### config.mk
export PLATFORM = sky130hd
export DESIGN_NAME = y_serial_addsub
export DESIGN_NICKNAME = d
export VERILOG_FILES = /design/src/rtl/y_arith_pkg.sv /design/src/rtl/y_full_adder.sv /design/src/rtl/y_serial_addsub.sv
export SDC_FILE = /design/constraint.sdc
export NUM_CORES = 1
export LEC_CHECK = 0
export CAP_MARGIN = 0
export CORE_ASPECT_RATIO = 1.25
export CORE_MARGIN = 10
export CORE_UTILIZATION = 56
export DETAILED_ROUTE_END_ITERATION = 16
export PLACE_DENSITY = 0.93
export SLEW_MARGIN = 20
export SYNTH_ARGS = -nofsm -noshare
export SYNTH_HDL_FRONTEND = slang
export SYNTH_HIERARCHICAL = 1
export SYNTH_SLANG_ARGS = --single-unit
### constraint.sdc
create_clock -name clk -period 14 [get_ports clk]
set_clock_uncertainty 0.2 [all_clocks]
set_input_delay 2.8 -clock clk [delete_from_list [all_inputs] [get_ports clk]]
set_output_delay 2.8 -clock clk [all_outputs]
set_load 0.005 [all_outputs]
### src/rtl/y_arith_pkg.sv
// Shared encodings for the serial add/subtract block: operation select,
// FSM states and the default operand width.
package y_arith_pkg;

  localparam int DEFAULT_WIDTH = 32;

  localparam logic OP_ADD = 1'b0;
  localparam logic OP_SUB = 1'b1;

  typedef enum logic [1:0] {
    IDLE = 2'd0,
    RUN  = 2'd1,
    DONE = 2'd2
  } state_t;

endpackage

### src/rtl/y_full_adder.sv
// One-bit full adder; the serial datapath reuses a single instance every cycle.
module y_full_adder (
  input  logic a,
  input  logic b,
  input  logic cin,
  output logic z,
  output logic cout
);

  assign z    = a ^ b ^ cin;
  assign cout = (a & b) | (cin & (a ^ b));

endmodule

### src/rtl/y_serial_addsub.sv
// Bit-serial two's-complement add/subtract, LSB first, one bit per clock.
// Optional overflow flag output enabled by defining Y_SERIAL_OVERFLOW_FLAG_EN.
module y_serial_addsub
  import y_arith_pkg::*;
#(
  parameter int WIDTH = DEFAULT_WIDTH
) (
  input  logic             clk,
  input  logic             reset,
  input  logic             start,
  input  logic             ctrl,
  input  logic [WIDTH-1:0] a,
  input  logic [WIDTH-1:0] b,
  input  logic             cin,
  output logic [WIDTH-1:0] z,
  output logic             cout,
  output logic             busy,
  output logic             done
`ifdef Y_SERIAL_OVERFLOW_FLAG_EN
  ,
  output logic             ovf
`endif
);

  localparam int CNT_W = $clog2(WIDTH + 1);
  localparam logic [CNT_W-1:0] LAST_BIT = CNT_W'(WIDTH - 1);

  state_t             state_q;
  logic [WIDTH-1:0]   a_q;
  logic [WIDTH-1:0]   b_q;
  logic [WIDTH-1:0]   acc_q;
  logic [WIDTH-1:0]   acc_d;
  logic               op_q;
  logic               carry_q;
  logic [CNT_W-1:0]   cnt_q;
  logic               fa_b;
  logic               fa_z;
  logic               fa_cout;

  // Subtraction is a + ~b + 1: b is inverted bit by bit as it streams out.
  assign fa_b  = b_q[0] ^ op_q;
  assign acc_d = {fa_z, acc_q[WIDTH-1:1]};

  y_full_adder u_fa (
    .a    (a_q[0]),
    .b    (fa_b),
    .cin  (carry_q),
    .z    (fa_z),
    .cout (fa_cout)
  );

  always_ff @(posedge clk or posedge reset) begin
    if (reset) begin
      state_q <= IDLE;
      a_q     <= '0;
      b_q     <= '0;
      acc_q   <= '0;
      op_q    <= OP_ADD;
      carry_q <= 1'b0;
      cnt_q   <= '0;
      z       <= '0;
      cout    <= 1'b0;
      busy    <= 1'b0;
      done    <= 1'b0;
`ifdef Y_SERIAL_OVERFLOW_FLAG_EN
      ovf     <= 1'b0;
`endif
    end else begin
      case (state_q)
        IDLE: begin
          done <= 1'b0;
          if (start) begin
            a_q     <= a;
            b_q     <= b;
            op_q    <= ctrl;
            carry_q <= (ctrl == OP_SUB) ? 1'b1 : cin;
            cnt_q   <= '0;
            busy    <= 1'b1;
            state_q <= RUN;
          end
        end
        RUN: begin
          a_q     <= a_q >> 1;
          b_q     <= b_q >> 1;
          acc_q   <= acc_d;
          carry_q <= fa_cout;
          cnt_q   <= cnt_q + CNT_W'(1);
          // Last bit: publish result and flags together on DONE entry.
          if (cnt_q == LAST_BIT) begin
            z       <= acc_d;
            cout    <= fa_cout;
`ifdef Y_SERIAL_OVERFLOW_FLAG_EN
            ovf     <= carry_q ^ fa_cout;
`endif
            busy    <= 1'b0;
            done    <= 1'b1;
            state_q <= DONE;
          end
        end
        DONE: begin
          done    <= 1'b0;
          state_q <= IDLE;
        end
        default: begin
          busy    <= 1'b0;
          done    <= 1'b0;
          state_q <= IDLE;
        end
      endcase
    end
  end

endmodule

==> metrics.md, run 1 <==
| Metric | Value |
|---|---|
| Total length of routed wires | 13.27 mm |
| CP endpoint | b_q[14] |
| Status | complete, no violations |
| Num ports | 104 |
| CP startpoint | start |
| Relative slew margins | 32.73% |
| CTS Buf Count | 17 |
| CP Cell Sequence | clkdlybuf4s50_1, nor2b_4, buf_4, a22oi_1, o21ai_0 |
| Synth cell types | 33 |
| Share of layout cells above drive strength 1 | 12.13% |
| Largest net degree at the start of global routing | 88 |
| Critical Path Max Stage Delay | 0.67 ns |
| Crit-path max FO | 45 |
| Root Buffer | clkbuf_16 |
| # H-tree levels | 4 |
| Post-CTS setup buffers | 0 |
| Routability congestion estimate | 0.7948 |
| Lkg Pwr | 3.314 nW |
| Slew @ Worst Pin | 1.009 ns |
| CTS tree | yes |
| Congestion Overflow GR | 0 |
| Syn Area/Cell | 10.59 sq um |
| Hold_buf cts | 0 |
| Routed len/inst | 17.19 um |
| Clock slew at the register clock pins of the worst setup and hold paths | 0.06 ns |
| Ant. Diodes | 0 |
| Height of the die | 133.3 um |
| Clock Sinks | 140 |
| Yosys warns | 6 |
| R2R setup slack | 11.33 ns |
| Tcrit/Tclk final | 33.28% |
| Final core occ | 73.44% |
| Number of DRC markers in iteration 0 | 369 |
| Area of the multi-input gates | 2066 sq um |
| Met1 usage | 22.02% |
| Total number of vias | 4381 |
| Hold Crit Class | flop to flop |
| Site row count | 41 |
| Post-Syn Area | 5752 sq um |
| Critical path class | primary input to flop |
| Slowest CP cell | clkdlybuf4s50_1 |
| Reg2reg path depth | 5 |
| Initial antenna violation count | 0 |
| Core area | 10050 sq um |
| Post-CTS resize count | 0 |
| R2r startpoint | state_q[1] |
| Global-route met3 utilization | 5.705% |
| Max-cap viol count | 0 |
| DR vias/cell | 5.675 |
| Net count after synthesis | 614 |
| Critical Path AT | 4.76 ns |
| Min cycle time layout | 4.659 ns |
| Cells after synthesis | 543 |
| HPWL after DPL | 8.785 mm |
| Endpoints failing setup | 0 |
| Top Usage Layer GRT | met2 |
| Seq/Total Area, Yosys | 60.91% |
| Worst R2R End | z[14] |
| VDD IR max | 107.8 uV |
| Clk buf depth | 2 |
| Worst setup SP type | primary input |
| Required @ worst endpoint | 14.10 ns |
| GRT Overall Usage | 18.19% |
| Die width | 110.6 um |
| # DRC | 0 |
| Final hold vios | 0 |
| Peak Freq | 214.6 MHz |
| Clk Latency, worst-skew pair | 0.41 ns |
| Area grow syn2layout | 28.39% |
| Fill cell count | 690 |
| RSZ-0062 raised after global routing | false |
| NumNets Final | 702 |
| Slew Limit Fails | 0 |
| Register area | 3506 sq um |
| Initial core utilization | 57.21% |
| #FFs+latches synth | 140 |
| Setup tns final | 0 ns |
| CP endpoint kind | flop |
| Pre-antenna DRT Iters | 5 |
| PwrDens | 197.2 nW/um^2 |
| Final ANT Viol Nets | 0 |
| Vias in the first global route | 4565 |
| M2 GR Usage | 29.86% |
| Die ar. | 14750 sq um |
| First-pass GRT wire length | 22.66 mm |
| Count of input and output buffers | 103 |
==> placed cells by master, fill, tap and decap left out, drive strengths merged, types with 3 or more instances in the layout <==
cell type,netlist,final
inv,3,3
mux2,34,34
a22oi,60,60
dfrtp,140,140
nand2,163,163
nor2b,4,4
a21oi,3,3
o21ai,69,69
clkdlybuf4s50,0,103
buf,19,7
clkinv,0,10
clkbuf,22,19
==> sequential cells by signal (all words and copies together) (netlist names) <==
| name | count |
|---|---|
| state_q | 2 |
| a_q | 32 |
| cout | 1 |
| op_q | 1 |
| b_q | 32 |
| carry_q | 1 |
| done | 1 |
| z | 32 |
| acc_q | 31 |
| cnt_q | 6 |
| busy | 1 |
==> layout make-up <==
cell class | count | area share (%)
Clock buffer | 19 | 6.134
Clock inverter | 12 | 1.339
Inverter | 3 | 0.2203
Multi-Input combinational cell | 359 | 27.97
Sequential cell | 140 | 47.48
Tap cell | 129 | 2.186
Timing Repair Buffer | 110 | 14.67
==> power by group <==
group | total, mW | switching [mW] | internal [mW]
Combinational | 0.377 | 0.181 | 0.197
Clock | 0.414 | 0.163 | 0.251
Sequential | 0.665 | 0.106 | 0.559
Total | 1.46 | 0.450 | 1.01
==> cells by family after synthesis <==
logic type | count (synthesis) | share of synthesized area [%]
muxes | 36 | 7.005
xor gates and xnor gates | 2 | 0.3046
adders and majority gates | 2 | 0.5656
buffers and inverters | 44 | 3.546
DFF | 140 | 60.91
and+or+nand+nor | 179 | 12.51
AOI/OAI and AO/OA | 140 | 15.16
==> metrics by stage <==
stage	power (mW)	cell area, sq um	hold slack [ns]	instances	setup WS [ns]
after floorplan	0.8744	5752	0.2402	543	7.247
after global placement	1.012	6833	0.2593	741	9.127
after detailed placement	1.049	6833	0.2705	741	9.001
after CTS	1.470	7385	0.2831	772	9.314
after global routing	1.552	7385	0.3126	772	9.180
final	1.456	7385	0.2771	772	9.341
==> Yosys cell counts (all sizes together) <==
cell type | n | share of area, %
a22o | 1 | 0.15
nand3 | 1 | 0.087
nor3b | 1 | 0.13
o2bb2ai | 1 | 0.15
o22ai | 1 | 0.11
a22oi | 60 | 7.8
mux2 | 34 | 6.7
nand2 | 163 | 11
inv | 3 | 0.20
nor3 | 1 | 0.28
ha | 1 | 0.22
nand2b | 1 | 0.11
o21ai | 69 | 6.0
nand4 | 2 | 0.22
nor2b | 4 | 0.43
fa | 1 | 0.35
and2 | 2 | 0.22
o21a | 1 | 0.13
a21oi | 3 | 0.26
xor2 | 2 | 0.30
nor2 | 2 | 0.13
buf | 19 | 1.9
mux2i | 2 | 0.35
a31oi | 2 | 0.22
a32o | 1 | 0.17
o21bai | 1 | 0.13
or3b | 1 | 0.15
and3 | 1 | 0.11
dfrtp | 140 | 61
clkbuf | 22 | 1.4
==> metal layers <==
layer,share of wire (%),up-vias
li1,-,2040
met1,42,2166
met2,50,158
met3,6.3,17
met4,1.6,0
met5,0,-
==> critical path, delay by kind of cell <==
family	cells	cell delay, ns
buffers and inverters	2	1.14
AND/OR/NAND/NOR	1	0.42
AO/OA/AOI/OAI	2	0.37
==> worst min path at each step <==
stage / from / depth (start not counted) / to / slack, ns
after CTS: b_q[5] / 2 / b_q[5] / 0.28
after global routing: acc_q[9] / 2 / acc_q[8] / 0.31
final: b_q[5] / 2 / b_q[5] / 0.28
after floorplan: acc_q[1] / 2 / acc_q[1] / 0.24
after detailed placement: b_q[5] / 2 / b_q[5] / 0.27
after global placement: acc_q[1] / 2 / acc_q[1] / 0.26
No activity file was read; power rests on OpenSTA's default activity.
==> run 2, diff against run 1 <==
CORE_UTILIZATION = 52   (was 56)
PLACE_DENSITY = 0.88   (was 0.93)
clock period = 4.46 ns   (was 14 ns; I/O delays follow)
==> metrics.md, run 2 (same netlist as run 1, synthesis figures left out) <==
| Metric | Value |
|---|---|
| Status | complete, no violations |
| Number of DRC markers in iteration 0 | 459 |
| Critical Path Max Stage Delay | 0.64 ns |
| Hold_buf cts | 0 |
| Lkg Pwr | 3.369 nW |
| Fill cell count | 748 |
| Placed inst area | 6863 sq um |
| Final setup margin | 1.725 ns |
| Buf/Inv on CP | 2 |
| Clock slew at the register clock pins of the worst setup and hold paths | 0.06 ns |
| Largest net degree at the start of global routing | 87 |
| First-pass GRT wire length | 22.21 mm |
| Total length of routed wires | 13.27 mm |
| Hold slack | 0.2781 ns |
| Num ports | 104 |
| Initial antenna violation count | 0 |
| Setup Slack @ Placement | 1.350 ns |
| Min cycle time layout | 2.735 ns |
| Root Buffer | clkbuf_16 |
| CTS tree | yes |
| Height of the die | 137.6 um |
| VDD IR max | 305.6 uV |
| Hold Crit Class | flop to flop |
| Largest delay share family, worst path | buffers and inverters |
| Die width | 114.1 um |
| CP Cell Sequence | clkdlybuf4s50_1, nor2b_4, buf_4, a22oi_1, o21ai_0 |
| Area grow syn2layout | 31.17% |
| Die ar. | 15690 sq um |
| Final ANT Viol Nets | 0 |
| Max-cap viol count | 0 |
| Final hold vios | 0 |
| Required @ worst endpoint | 4.58 ns |
| Relative slew margins | 31.35% |
| Critical path class | primary input to flop |
| Peak Freq | 365.6 MHz |
| DR vias/cell | 5.693 |
| Count of input and output buffers | 103 |
| HPWL after DPL | 8.786 mm |
| Clock Sinks | 140 |
| Ant. Diodes | 0 |
| Crit-path max FO | 42 |
| Total number of vias | 4429 |
| Power Total | 4.866 mW |
| Final core occ | 70.38% |
| Worst setup SP type | primary input |
| # DRC | 0 |
| Non-filler cells in the finished layout | 778 |
| Tcrit/Tclk final | 61.33% |
| PwrDens | 644.9 nW/um^2 |
| Pre-antenna DRT Iters | 6 |
| Post-Place Cells | 746 |
| Clk buf depth | 2 |
| Congestion Overflow GR | 0 |
| # H-tree levels | 4 |
| Post-CTS setup buffers | 0 |
| RSZ-0062 raised after global routing | false |
| CP endpoint kind | flop |
| NumNets Final | 704 |
| Endpoints failing setup | 0 |
| Most frequent cells in the layout | nand2_1 (163), dfrtp_1 (138), clkdlybuf4s50_1 (103), o21ai_0 (69), a22oi_1 (60) |
| Clk Latency, worst-skew pair | 0.42 ns |
| Site row count | 42 |
| Share of layout cells above drive strength 1 | 12.54% |
| Slew @ Worst Pin | 1.030 ns |
| Routed len/inst | 17.06 um |
| Largest regs | a_q x32, b_q x32, z x32 |
| Fin area | 7545 sq um |
| GRT Overall Usage | 17.49% |
| Post-CTS resize count | 0 |
| Core area | 10720 sq um |
| Critical Path AT | 2.85 ns |
| Area of the multi-input gates | 2066 sq um |
| Most common cell after layout, fill and taps aside | nand2_1 |
| Routability congestion estimate | 0.7586 |
| Vias in the first global route | 4554 |
| CTS Buf Count | 17 |
| Slowest CP cell | clkdlybuf4s50_1 |
| Register area | 3506 sq um |
| Setup tns final | 0 ns |
| Slew Limit Fails | 0 |
| Initial core utilization | 53.65% |
-- run 2: cell count changes in the layout (fill, tap and decap cells not counted), sizes merged --
cell	before	now
bufinv	1	6
clkinv	10	5
buf	7	9
inv	3	2
clkinvlp	1	4
clkbuf	19	18
-- run 2: worst paths after layout --
path                       startpoint          to  slack (ns)  cells after the start
setup / recovery                start      b_q[4]        1.72                      5
hold / removal               acc_q[1]    acc_q[1]        0.28                      2
setup reg to reg           state_q[1]       z[19]        1.80                      5
hold reg to reg              acc_q[1]    acc_q[1]        0.28                      2
max in group asynchronous       reset  state_q[0]        2.60                      3
min in group asynchronous       reset     a_q[18]        0.64                      2
-- run 2: area by class of cell --
class                   count  area share [%]
flip-flops and latches    140           46.47
inverters                   3          0.1990
multi-input cells         359           27.38
clock buffers              18           5.821
clock inverters            14           3.217
repair buffers            112           14.73
well taps                 132           2.189
-- run 2: worst register-to-register path, cell delays in order (launching register included) --
cell	delay (ns)
dfrtp_2	0.74
nand2b_1	0.31
buf_4	0.26
nor3_4	0.21
buf_4	0.42
mux2_2	0.41
-- run 2: per-layer routing --
metal / GRT usage, % / vias to the layer above / wire [um]
met3: 5.875 / 24 / 995
met2: 27.98 / 175 / 6665
met5: 0 / - / 0
li1: - / 2050 / -
met1: 21.19 / 2180 / 5392
met4: 7.392 / 0 / 218
-- run 2: power by group --
part / switching, mW / total [mW] / internal, mW / leakage [nW]
clock network: 0.532 / 1.60 / 1.06 / 0.322
registers: 0.326 / 2.08 / 1.75 / 1.84
logic: 0.568 / 1.19 / 0.622 / 1.21
==> run 3, diff against run 2 <==
clock period = 2.63 ns   (was 4.46 ns; I/O delays follow)
==> metrics.md, run 3 (same netlist as run 1, synthesis figures left out) <==
| Metric | Value |
|---|---|
| Status | complete, no violations |
| Clock Sinks | 140 |
| Max-cap viol count | 0 |
| Ant. Diodes | 0 |
| Root Buffer | clkbuf_16 |
| Routability congestion estimate | 0.7775 |
| Post-Place Cells | 750 |
| RSZ-0062 raised after global routing | false |
| Routed len/inst | 17.24 um |
| Crit-path max FO | 26 |
| Initial antenna violation count | 0 |
| Initial core utilization | 53.65% |
| CTS tree | yes |
| CP Cell Sequence | ha_1, nand4_1, nor3_4, buf_4, mux2_2 |
| Placed inst area | 6930 sq um |
| WHS Path Cells | 2 |
| Num ports | 104 |
| Number of DRC markers in iteration 0 | 368 |
| Endpoints failing setup | 0 |
| HP Start | acc_q[1] |
| Share of layout cells above drive strength 1 | 12.92% |
| Hold_buf cts | 0 |
| Required @ worst endpoint | 2.72 ns |
| Most common cell after layout, fill and taps aside | nand2_1 |
| Relative slew margins | 56.49% |
| CTS Buf Count | 17 |
| DR vias/cell | 5.586 |
| Hold Crit Class | flop to flop |
| Worst R2R End | z[22] |
| Largest regs | a_q x32, b_q x32, z x32 |
| Clock slew at the register clock pins of the worst setup and hold paths | 0.06 ns |
| Height of the die | 137.6 um |
| CP endpoint kind | flop |
| Hold Path End | acc_q[1] |
| Hold slack | 0.2766 ns |
| HPWL after DPL | 9.028 mm |
| Min cycle time layout | 2.099 ns |
| Vias in the first global route | 4576 |
| Non-filler cells in the finished layout | 782 |
| Site row count | 42 |
| Critical Path AT | 2.19 ns |
| Clk Latency, worst-skew pair | 0.41 ns |
| Final hold vios | 0 |
| Final setup margin | 0.5314 ns |
| Post-CTS resize count | 0 |
| Reg2reg path depth | 5 |
| Fill cell count | 790 |
| # DRC | 0 |
| Critical Path Max Stage Delay | 0.39 ns |
| Register area | 3506 sq um |
| Largest net degree at the start of global routing | 88 |
| Clk buf depth | 2 |
| Power Total | 8.187 mW |
| Congestion Overflow GR | 0 |
| Total length of routed wires | 13.48 mm |
| Final core occ | 70.75% |
| Post-CTS setup buffers | 0 |
| Slew Limit Fails | 0 |
| Slowest CP cell | dfrtp_1 |
| Most frequent cells in the layout | nand2_1 (163), dfrtp_1 (138), clkdlybuf4s50_1 (103), o21ai_0 (69), a22oi_1 (60) |
| Slew @ Worst Pin | 0.6526 ns |
| Critical path class | flop to flop |
| Fin area | 7585 sq um |
| GRT Overall Usage | 17.65% |
| Die width | 114.1 um |
| PwrDens | 1079 nW/um^2 |
| Total number of vias | 4368 |
| NumNets Final | 708 |
| Final ANT Viol Nets | 0 |
| Area grow syn2layout | 31.87% |
| Setup tns final | 0 ns |
| # H-tree levels | 4 |
| Count of input and output buffers | 103 |
| Area of the multi-input gates | 2066 sq um |
| First-pass GRT wire length | 22.54 mm |
| Worst setup SP type | flop |
| Peak Freq | 476.5 MHz |
| Pre-antenna DRT Iters | 6 |
| R2R setup slack | 0.53 ns |
| Core area | 10720 sq um |
| VDD IR max | 577.5 uV |
| Lkg Pwr | 3.388 nW |
| Tcrit/Tclk final | 79.79% |
| Die ar. | 15690 sq um |
| R2r startpoint | cnt_q[0] |
| Setup Slack @ Placement | 0.2899 ns |
[run 3: cell count changes in the layout (fill, tap and decap cells not counted), sizes merged]
cell | previous run | this run
inv | 2 | 3
buf | 9 | 13
clkbuf | 18 | 23
clkinv | 5 | 1
bufinv | 6 | 4
[run 3: layout make-up]
type,count,share of cell area [%]
Clock buffer,23,6.565
Inverter,3,0.1980
Tap cell,132,2.177
Timing Repair Buffer,116,15.54
Multi-Input combinational cell,359,27.24
Sequential cell,140,46.22
Clock inverter,9,2.062
[run 3: layer usage]
metal | wire (um) | up-vias | GRT usage [%]
met4 | 142 | 0 | 5.788
met2 | 6992 | 112 | 29.18
li1 | - | 2054 | -
met1 | 5534 | 2191 | 21.53
met5 | 0 | - | 0
met3 | 809 | 11 | 5.440
[run 3: worst max-delay path by stage]
stage	startpoint	to	slack, ns
after global placement	start	b_q[22]	0.43
after floorplan	reset	a_q[0]	0.15
after detailed placement	start	b_q[9]	0.29
final	cnt_q[0]	z[22]	0.53
after CTS	cnt_q[0]	z[18]	0.53
after global routing	cnt_q[0]	z[12]	0.40
[run 3: worst max-delay path: cells and delay by family, from the launching register on]
kind                       cells  cell delay (ns)
adders and majority gates      1             0.25
buffers and inverters          1             0.36
DFF                            1             0.39
muxes                          1             0.38
and+or+nand+nor                2             0.39
[run 3: report_power, final]
part	internal (mW)	switching (mW)	total, mW
clock	1.72	0.872	2.59
combinational	1.09	0.998	2.08
sequential	2.97	0.542	3.51
